File: src/rtl/muldiv_unit.sv
// Iterative HI/LO multiply/divide unit alongside the EX-stage ALU: MULT/MULTU, MTHI/MTLO, MFHI/MFLO.
// Define MULDIV_DIV_EN to build DIV/DIVU support; without it, sel 26/27 are ignored.
module muldiv_unit (
  input  logic        clk,
  input  logic        rst_n,
  input  logic        start,
  input  logic [5:0]  sel,
  input  logic [31:0] a,
  input  logic [31:0] b,
  output logic [31:0] sout,
  output logic        busy,
  output logic        done,
  output logic        stall,
  output logic [31:0] hi,
  output logic [31:0] lo
);

  localparam logic [5:0] SEL_MFHI  = 6'd16;
  localparam logic [5:0] SEL_MTHI  = 6'd17;
  localparam logic [5:0] SEL_MFLO  = 6'd18;
  localparam logic [5:0] SEL_MTLO  = 6'd19;
  localparam logic [5:0] SEL_MULT  = 6'd24;
  localparam logic [5:0] SEL_MULTU = 6'd25;
`ifdef MULDIV_DIV_EN
  localparam logic [5:0] SEL_DIV   = 6'd26;
  localparam logic [5:0] SEL_DIVU  = 6'd27;

  typedef enum logic [1:0] {S_IDLE, S_MUL, S_DIV, S_FIX} state_t;
`else
  typedef enum logic [1:0] {S_IDLE, S_MUL, S_FIX} state_t;
`endif

  state_t      state, state_nx;
  logic [4:0]  cnt;
  logic [63:0] acc;
  logic [31:0] opb;
  logic        sa, sb;
  logic        is_mul, is_div, is_hilo, op_signed, accept;
  logic [31:0] abs_a, abs_b;
  logic [32:0] msum;
  logic [63:0] acc_mul;
  logic [63:0] mprod;
  logic [31:0] fix_hi, fix_lo;

  assign is_mul  = (sel == SEL_MULT) | (sel == SEL_MULTU);
`ifdef MULDIV_DIV_EN
  assign is_div  = (sel == SEL_DIV) | (sel == SEL_DIVU);
`else
  assign is_div  = 1'b0;
`endif
  assign is_hilo   = (sel[5:2] == 4'b0100);
  assign op_signed = ~sel[0];
  assign busy      = (state != S_IDLE);
  assign accept    = start & ~busy & (is_mul | is_div);
  assign stall     = busy & start & (is_hilo | is_mul | is_div);

  assign abs_a = (op_signed && a[31]) ? -a : a;
  assign abs_b = (op_signed && b[31]) ? -b : b;

  always_comb begin
    sout = '0;
    if (!busy) begin
      if (sel == SEL_MFHI)      sout = hi;
      else if (sel == SEL_MFLO) sout = lo;
    end
  end

  // Shift-add step: acc holds {partial sum, remaining multiplier bits}.
  assign msum    = {1'b0, acc[63:32]} + (acc[0] ? {1'b0, opb} : 33'd0);
  assign acc_mul = {msum, acc[31:1]};
  assign mprod   = (sa ^ sb) ? -acc : acc;

`ifdef MULDIV_DIV_EN
  logic        op_div, dz;
  logic [32:0] dtrial;
  logic [63:0] acc_div;

  // Restoring step: acc holds {remainder, dividend/quotient}; borrow in bit 32 means restore.
  assign dtrial  = acc[63:31] - {1'b0, opb};
  assign acc_div = dtrial[32] ? {acc[62:0], 1'b0} : {dtrial[31:0], acc[30:0], 1'b1};
`endif

  always_comb begin
    fix_hi = mprod[63:32];
    fix_lo = mprod[31:0];
`ifdef MULDIV_DIV_EN
    if (op_div) begin
      fix_hi = sa ? -acc[63:32] : acc[63:32];
      fix_lo = dz ? '1 : ((sa ^ sb) ? -acc[31:0] : acc[31:0]);
    end
`endif
  end

  always_comb begin
    state_nx = state;
    case (state)
      S_IDLE: begin
        if (accept) begin
          state_nx = S_MUL;
`ifdef MULDIV_DIV_EN
          if (is_div) state_nx = S_DIV;
`endif
        end
      end
      S_MUL: if (cnt == '0) state_nx = S_FIX;
`ifdef MULDIV_DIV_EN
      S_DIV: if (cnt == '0) state_nx = S_FIX;
`endif
      S_FIX:   state_nx = S_IDLE;
      default: state_nx = S_IDLE;
    endcase
  end

  always_ff @(posedge clk) begin
    if (!rst_n) state <= S_IDLE;
    else        state <= state_nx;
  end

  always_ff @(posedge clk) begin
    if (!rst_n) begin
      cnt  <= '0;
      acc  <= '0;
      opb  <= '0;
      sa   <= 1'b0;
      sb   <= 1'b0;
      hi   <= '0;
      lo   <= '0;
      done <= 1'b0;
`ifdef MULDIV_DIV_EN
      op_div <= 1'b0;
      dz     <= 1'b0;
`endif
    end else begin
      done <= 1'b0;
      case (state)
        S_IDLE: begin
          if (accept) begin
            acc <= {32'd0, is_div ? abs_a : abs_b};
            opb <= is_div ? abs_b : abs_a;
            sa  <= op_signed & a[31];
            sb  <= op_signed & b[31];
            cnt <= 5'd31;
`ifdef MULDIV_DIV_EN
            op_div <= is_div;
            dz     <= (b == '0);
`endif
          end else if (start && sel == SEL_MTHI) begin
            hi <= a;
          end else if (start && sel == SEL_MTLO) begin
            lo <= a;
          end
        end
        S_MUL: begin
          acc <= acc_mul;
          cnt <= cnt - 5'd1;
        end
`ifdef MULDIV_DIV_EN
        S_DIV: begin
          acc <= acc_div;
          cnt <= cnt - 5'd1;
        end
`endif
        S_FIX: begin
          hi   <= fix_hi;
          lo   <= fix_lo;
          done <= 1'b1;
        end
        default: ;
      endcase
    end
  end

endmodule
File: config.mk
export PLATFORM = sky130hd
export DESIGN_NAME = muldiv_unit
export DESIGN_NICKNAME = d
export VERILOG_FILES = /design/src/rtl/muldiv_unit.sv
export SDC_FILE = /design/constraint.sdc
export NUM_CORES = 1
export LEC_CHECK = 0
export CAP_MARGIN = 20
export CORE_MARGIN = 2
export CORE_UTILIZATION = 62
export CTS_BUF_LIST = sky130_fd_sc_hd__clkbuf_4
export DETAILED_ROUTE_END_ITERATION = 7
export PLACE_DENSITY = 0.89
export SYNTH_ARGS = -nofsm -noshare
export SYNTH_HDL_FRONTEND = slang
export SYNTH_SLANG_ARGS = --single-unit
File: constraint.sdc
create_clock -name clk -period 6.9 [get_ports clk]
set_clock_uncertainty 0.1 [all_clocks]
set_input_delay 1.38 -clock clk [delete_from_list [all_inputs] [get_ports clk]]
set_output_delay 1.38 -clock clk [all_outputs]
set_load 0.01 [all_outputs]
# Yosys cells after proc, flatten, opt, wreduce, memory -nomap -nowiden
# Cells that the tools add are included.
# classes
add_sub_neg,5
eq_ne,15
n_mux,22
bitwise,11
reduce_logical,14
# ops
operator,count
$mux 32,11
$mux 64,2
$pmux 32 s2,2
$pmux 64 s2,1
$neg 32->32,2
$neg 64->64,1
$eq 6x5->1 const B,6
$add 32x32->33,1
$ne 2x2->1 const B,6
$pmux 5 s2,1
$and 1x1->1,6
$reduce_and 2->1,3
$reduce_bool 2->1,3
$logic_not 5->1,1
$mux 5,1
$sub 5x1->5 const B,1
$eq 4x3->1 const B,1
$logic_and 1x1->1,4
$mux 2,2
$pmux 2 s2,1
$reduce_and 4->1,1
$reduce_and 3->1,1
$eq 2x1->1 const B,1
$eq 2x2->1 const B,1
5 further kinds,7
# word_totals
ff_bits,170
out_inout_bits,99
wordCells,76

# Depth between registers and ports, before layout
# Gate-level depths: netlist (run 1).
# depth
depth_word,6
mapped_depth,12
depth_no_buf,11

# Worst setup path after synthesis (run 1)
# No wires, ideal clock.
# synth_timing
kind,input -> output
startpoint,in sel[1]
endpoint,out sout[10]
arrival_time_ns,2.443
required_ns,5.420
setup_slack_ns,2.977
cell_stages,4
n_path_buf,2
cell_sequence,clkbuf_1 > buf_1 > mux2i_1 > nor2_1
# synth_between
elab_chain_cells,4
# synth_lines
element,line,source
start: declaration,7,"input logic [5:0] sel,"
$eq 6x5->1,64,else if (sel == SEL_MFLO) sout = lo;
$mux 32,64,
$mux 32 (*),63,if (sel == SEL_MFHI) sout = hi;
$mux 32 (*),62,if (!busy) begin
end: declaration,10,"output logic [31:0] sout,"
# Every way passes the cells marked *; elsewhere a longest branch is shown, timed or not.

# Worst setup path after layout (run 1)
# layout_timing
startpoint,in sel[0]
endpoint,out sout[2]
# The elaborated chain is that of the path after synthesis.

==> flow_metrics.tcl, run 1 <==
set metrics [dict create \
    status "finished clean" \
    worst_slew_pin_slew_ps 1151 \
    ir_drop_uv 136.3 \
    ys_types 67 \
    rows 50 \
    fin_crit_sh_pct 72.51 \
    initial_utilization_pct 63.26 \
    grt_pass1_wl_um 58920 \
    pre_cts_ws_ps 1875 \
    drive_above_1_share_pct 4.753 \
    coreArea_mm2 0.01871 \
    min_from "opb[11]" \
    h-tree-depth 4 \
    startpoint_type "input pin" \
    crit_path_end_kind "output port" \
    cp.required_ps 5420 \
    layout_commonest_cell "nand2_1" \
    synth_edf_count 0 \
    dieArea_mm2 0.02021 \
    final.min_clock_period_ps 5003 \
    finalNonFillerCells 1918 \
    drt_wl_total_um 38070 \
    ctsResizeCount 0 \
    drv_slew 0 \
    grt_usage_pct 36.72 \
    synth_top_cell_by_area "dfxtp_1" \
    io-pin-count 172 \
    most-common-layout-cells "nand2_1, nor2_1, dfxtp_1, clkdlybuf4s50_1, a21oi_1" \
    synth.top_cell.area_share_pct 28.76 \
    tns_ps 0 \
    fill_cells 1477 \
    crit_fanout 22 \
    routedWlPerCell_um 19.85 \
    via_per_inst 6.555 \
    synth.yosys.seq_area_share_pct 28.76 \
    grt_pass1_vias 11410 \
    p_leak_nw 5.063 \
    r2r_start "acc[0]" \
    avgSynthCellArea_um2 7.522 \
    antenna_found_initial 1 \
    dp_cells 1883 \
    hold_buffers 0 \
    clock_sinks 170 \
    path_class "in2out" \
    cts_tree "done" \
    vias 12570 \
    fmax_mhz 199.9 \
    post-route-worst-setup-slack_ps 1897 \
    slew_headroom_pct 23.27 \
    drtPass1Iterations 6 \
    clk_latency_ps 630 \
    cts_root_buf "clkbuf_4" \
    p_total_mw 1.851 \
    ys_warn_count 0 \
    hpwl_um 28450 \
    die_w_um 142.1 \
    crit_arrival_ps 3520 \
    synth.area.top_cells "dfxtp_1, a21oi_1, nand2_1, nor2_1, xnor2_1" \
    syn_inst 1573 \
    cts_setup_buffers 0 \
    synth-async-reset-ratio_pct 0 \
    grt_max_degree 64 \
    nets 1781 \
    powerDensity_mw_per_mm2 133.3 \
    worstSetupStartpoint "sel[0]" \
    overflow 0 \
    area_delta_synth_final_pct 17.36 \
    clk_pin_slew_ps 150 \
    netlist_area_mm2 0.01183 \
    setup_violations 0 \
    hold_viol 0 \
    detail-route-antenna-nets 0 \
    hold_path.class "reg2reg" \
    drc 0 \
    synth_nets 1684 \
    gp_congestion 1.012 \
    ys.flop_type "dfxtp_1" \
    ys_ff_latch 170 \
    rsz0062_at_grt "no" \
    drt_iter0_drc 1451 \
    max_cap_viol_count 0 \
    die_y_um 142.1 \
    io_buffers 171 \
    clock_path_buffers 2 \
    cts_buffers 17 \
]
## path summary, 6_finish.rpt
check                               end  slack [ps]  cells past startpoint
worst max register to register  acc[56]        2890                      9
worst max-delay path            sout[2]        1900                      7
worst min register to register  opb[11]         380                      2
worst min-delay path            opb[11]         380                      2
## power breakdown
group	switching [mW]	total, mW	internal [mW]	leakage (nW)
logic	0.146	0.252	0.106	3.55
clock network	0.382	0.601	0.219	0.139
registers	0.00843	0.998	0.990	1.37
total	0.536	1.85	1.32	5.06
## cells in the mapped netlist, types with 5 or more instances
cell and n:
a211oi_1 43, a21o_1 11, a21oi_1 140, a221oi_1 8, a22o_1 5, a22oi_1 28
a311oi_1 13, a31oi_1 18, and2_1 34, and3_1 13, buf_1 8, clkbuf_1 103
dfxtp_1 170, ha_1 37, inv_1 21, mux2i_1 42, nand2_1 180, nand2b_1 5
nand3_1 32, nand4_1 10, nor2_1 175, nor2b_1 8, nor3_1 28, nor4_1 16
o211ai_1 15, o21a_1 7, o21ai_0 97, o21bai_1 8, o221ai_1 6, o22ai_1 10
o31ai_1 30, o41ai_1 13, or2_2 8, or3_1 24, or4_1 19, xnor2_1 68
xor2_1 68
## area by class of cell
class / instances / area (um2) / area share, %
clock inverter: 14 / 146.4 / 1.054
inverter: 21 / 78.83 / 0.5676
tap: 234 / 292.8 / 2.108
multi-input combinational: 1271 / 7979 / 57.46
timing repair buffer: 189 / 1849 / 13.32
antenna: 1 / 2.502 / 0.01802
sequential: 170 / 3403 / 24.51
clock buffer: 18 / 135.1 / 0.9731
## registers in the layout (all words and copies together), names as in the netlist
register	flops
done	1
sb	1
state	2
opb	32
lo	32
sa	1
cnt	5
hi	32
acc	64
## kinds of logic after synthesis
logic type               count (synthesis)  synth area share, %
multiplexers                            44                3.743
AND/OR/NAND/NOR                        573                23.01
AO/OA/AOI/OAI                          480                26.15
adder cells (fa/ha/maj)                 38                4.082
flip-flops                             170                28.76
XOR/XNOR                               136                10.07
buffers and inverters                  132                4.187
## per-stage QoR
step / utilization [%] / area (um2) / hold slack [ps]
2_1_floorplan: - / 11830 / 327.3
3_3_place_gp: 72.60 / 13580 / 335.9
3_5_place_dp: 72.60 / 13580 / 351.2
4_1_cts: 74.11 / 13860 / 370.0
5_1_grt: 74.24 / 13890 / 388.7
6_report: 74.24 / 13890 / 375.8
## layer usage
metal | track usage (%) | vias to the layer above | part of all wire [%]
met5 | 0 | - | 0
met4 | 22.95 | 0 | 6.8
met3 | 6.965 | 180 | 9.4
met2 | 59.62 | 758 | 46
met1 | 44.94 | 5713 | 38
li1 | - | 5921 | -
## worst max-delay path: stages
cell and delay [ps]:
clkdlybuf4s50_1 390, buf_4 190, nor2_1 120, nand4_1 360, buf_4 370, nor2_1 130, clkdlybuf4s50_1 570
No activity file was read; power rests on OpenSTA's default activity.
==> run 2, diff against run 1 <==
CORE_UTILIZATION = 52   (was 62)
PLACE_DENSITY = 0.8   (was 0.89)
clock period = 4.2 ns   (was 6.9 ns; I/O delays follow)
==> flow_metrics.tcl, run 2 (synthesis results as in run 1) <==
set metrics [dict create \
    most-common-layout-cells "nand2_1, nor2_1, dfxtp_1, clkdlybuf4s50_1, a21oi_1" \
    cp.required_ps 3260 \
    r2r_cells 10 \
    setup_violations 0 \
    rsz0062_at_grt "no" \
    power_frac_seq_pct 53.7 \
    nets 1807 \
    switching_share_pct 31.82 \
    io-pin-count 172 \
    detail-route-antenna-nets 0 \
    worst_slew_pin_slew_ps 919.9 \
    status "finished clean" \
    p_int_mw 2.081 \
    antenna_found_initial 3 \
    die_w_um 154.8 \
    grt_pass1_vias 11580 \
    drive_above_1_share_pct 6.261 \
    area_delta_synth_final_pct 19.62 \
    p_clk_share_pct 32.1 \
    fill_cells 2043 \
    h-tree-depth 4 \
    grt_usage_pct 33.16 \
    initial_utilization_pct 52.58 \
    layout_commonest_cell "nand2_1" \
    top_register "acc" \
    max_stage_delay_ps 580 \
    p_total_mw 3.053 \
    netSwitchingPower_mw 0.9715 \
    pre_cts_ws_ps 525.2 \
    path_class "in2out" \
    gp_congestion 0.9875 \
    crit_fanout 21 \
    p_leak_nw 5.202 \
    cts_buffers 17 \
    io_buffers 171 \
    clk_latency_ps 610 \
    finalNonFillerCells 1998 \
    die_y_um 154.8 \
    drt_wl_total_um 40970 \
    vias 12550 \
    cp.depth 6 \
    cts_root_buf "clkbuf_4" \
    largest_reg_flops 64 \
    routedWlPerCell_um 20.51 \
    via_per_inst 6.283 \
    ctsResizeCount 0 \
    post-route-worst-setup-slack_ps 533.2 \
    crit_path_cell_trace "clkdlybuf4s50_1, nor2_1, nand4_1, buf_4, nor2_1, clkdlybuf4s50_1" \
    drv_slew 0 \
    max_cap_viol_count 0 \
    rows 55 \
    drtPass1Iterations 6 \
    dp_cells 1962 \
    final.min_clock_period_ps 3667 \
    crit_path_end_kind "output port" \
    hold_path_depth 2 \
    hpwl_um 31330 \
    cpMaxStageDelayCell "clkdlybuf4s50_1" \
    overflow 0 \
    drt_iter0_drc 1113 \
    hold_viol 0 \
    drc 0 \
    critPathTopFamily "buffers and inverters" \
    startpoint_type "input pin" \
    grt_max_degree 62 \
    fmax_mhz 272.7 \
    cts_setup_buffers 0 \
    dieArea_mm2 0.02398 \
    combPwrFrac_pct 14.1 \
    clock_path_buffers 2 \
    crit_arrival_ps 2730 \
    tns_ps 0 \
    slew_headroom_pct 38.53 \
    ir_drop_uv 195.2 \
    cts_tree "done" \
    clk_pin_slew_ps 150 \
    timing.hold.ws_ps 362.0 \
    clock_sinks 170 \
    fin_crit_sh_pct 87.30 \
    hold_path.class "reg2reg" \
    path_buf_inv 3 \
    grt_pass1_wl_um 63040 \
    powerDensity_mw_per_mm2 215.7 \
    coreArea_mm2 0.02250 \
    hold_buffers 0 \
]
run 2: layout make-up:
cell class	count	area, um2	area share (%)
multi-input combinational	1271	7984	56.41
sequential	170	3403	24.05
timing repair buffer	215	2044	14.44
tap	285	356.6	2.519
clock inverter	15	148.9	1.052
clock buffer	17	127.6	0.9017
inverter	21	78.83	0.5569
antenna	4	10.01	0.07072
run 2: stage by stage:
step                      utilization [%]  instance area (um2)
after floorplan                         -                11830
after global placement              61.56                13850
after detailed placement            61.62                13870
after CTS                           62.85                14140
after global routing                62.87                14150
final                               62.90                14150
run 2: worst paths after layout:
check,startpoint,endpoint,slack (ps)
max,sel[0],sout[20],530
min,opb[0],opb[0],360
max reg2reg,acc[0],acc[60],710
min reg2reg,opb[0],opb[0],360
run 2: power groups by stage:
| stage | sequential (mW) | combinational (mW) | clock [mW] |
|---|---|---|---|
| after CTS | 1.64 | 0.424 | 0.983 |
| after floorplan | 1.67 | 0.225 | 0 |
| after global routing | 1.64 | 0.460 | 1.05 |
| after detailed placement | 1.67 | 0.423 | 0 |
| final | 1.64 | 0.432 | 0.980 |
| after global placement | 1.67 | 0.418 | 0 |
run 2: layer usage:
metal	wire [um]	GRT usage, %	vias up
met5	0	0	-
met4	1886	15.39	0
met3	3468	7.005	116
met2	18950	54.21	606
met1	16670	41.98	5875
li1	-	-	5957
run 2: worst min-delay path, stage by stage (launching register included):
cell     delay [ps]
dfxtp_1         340
nand2_1          50
a21oi_1          50
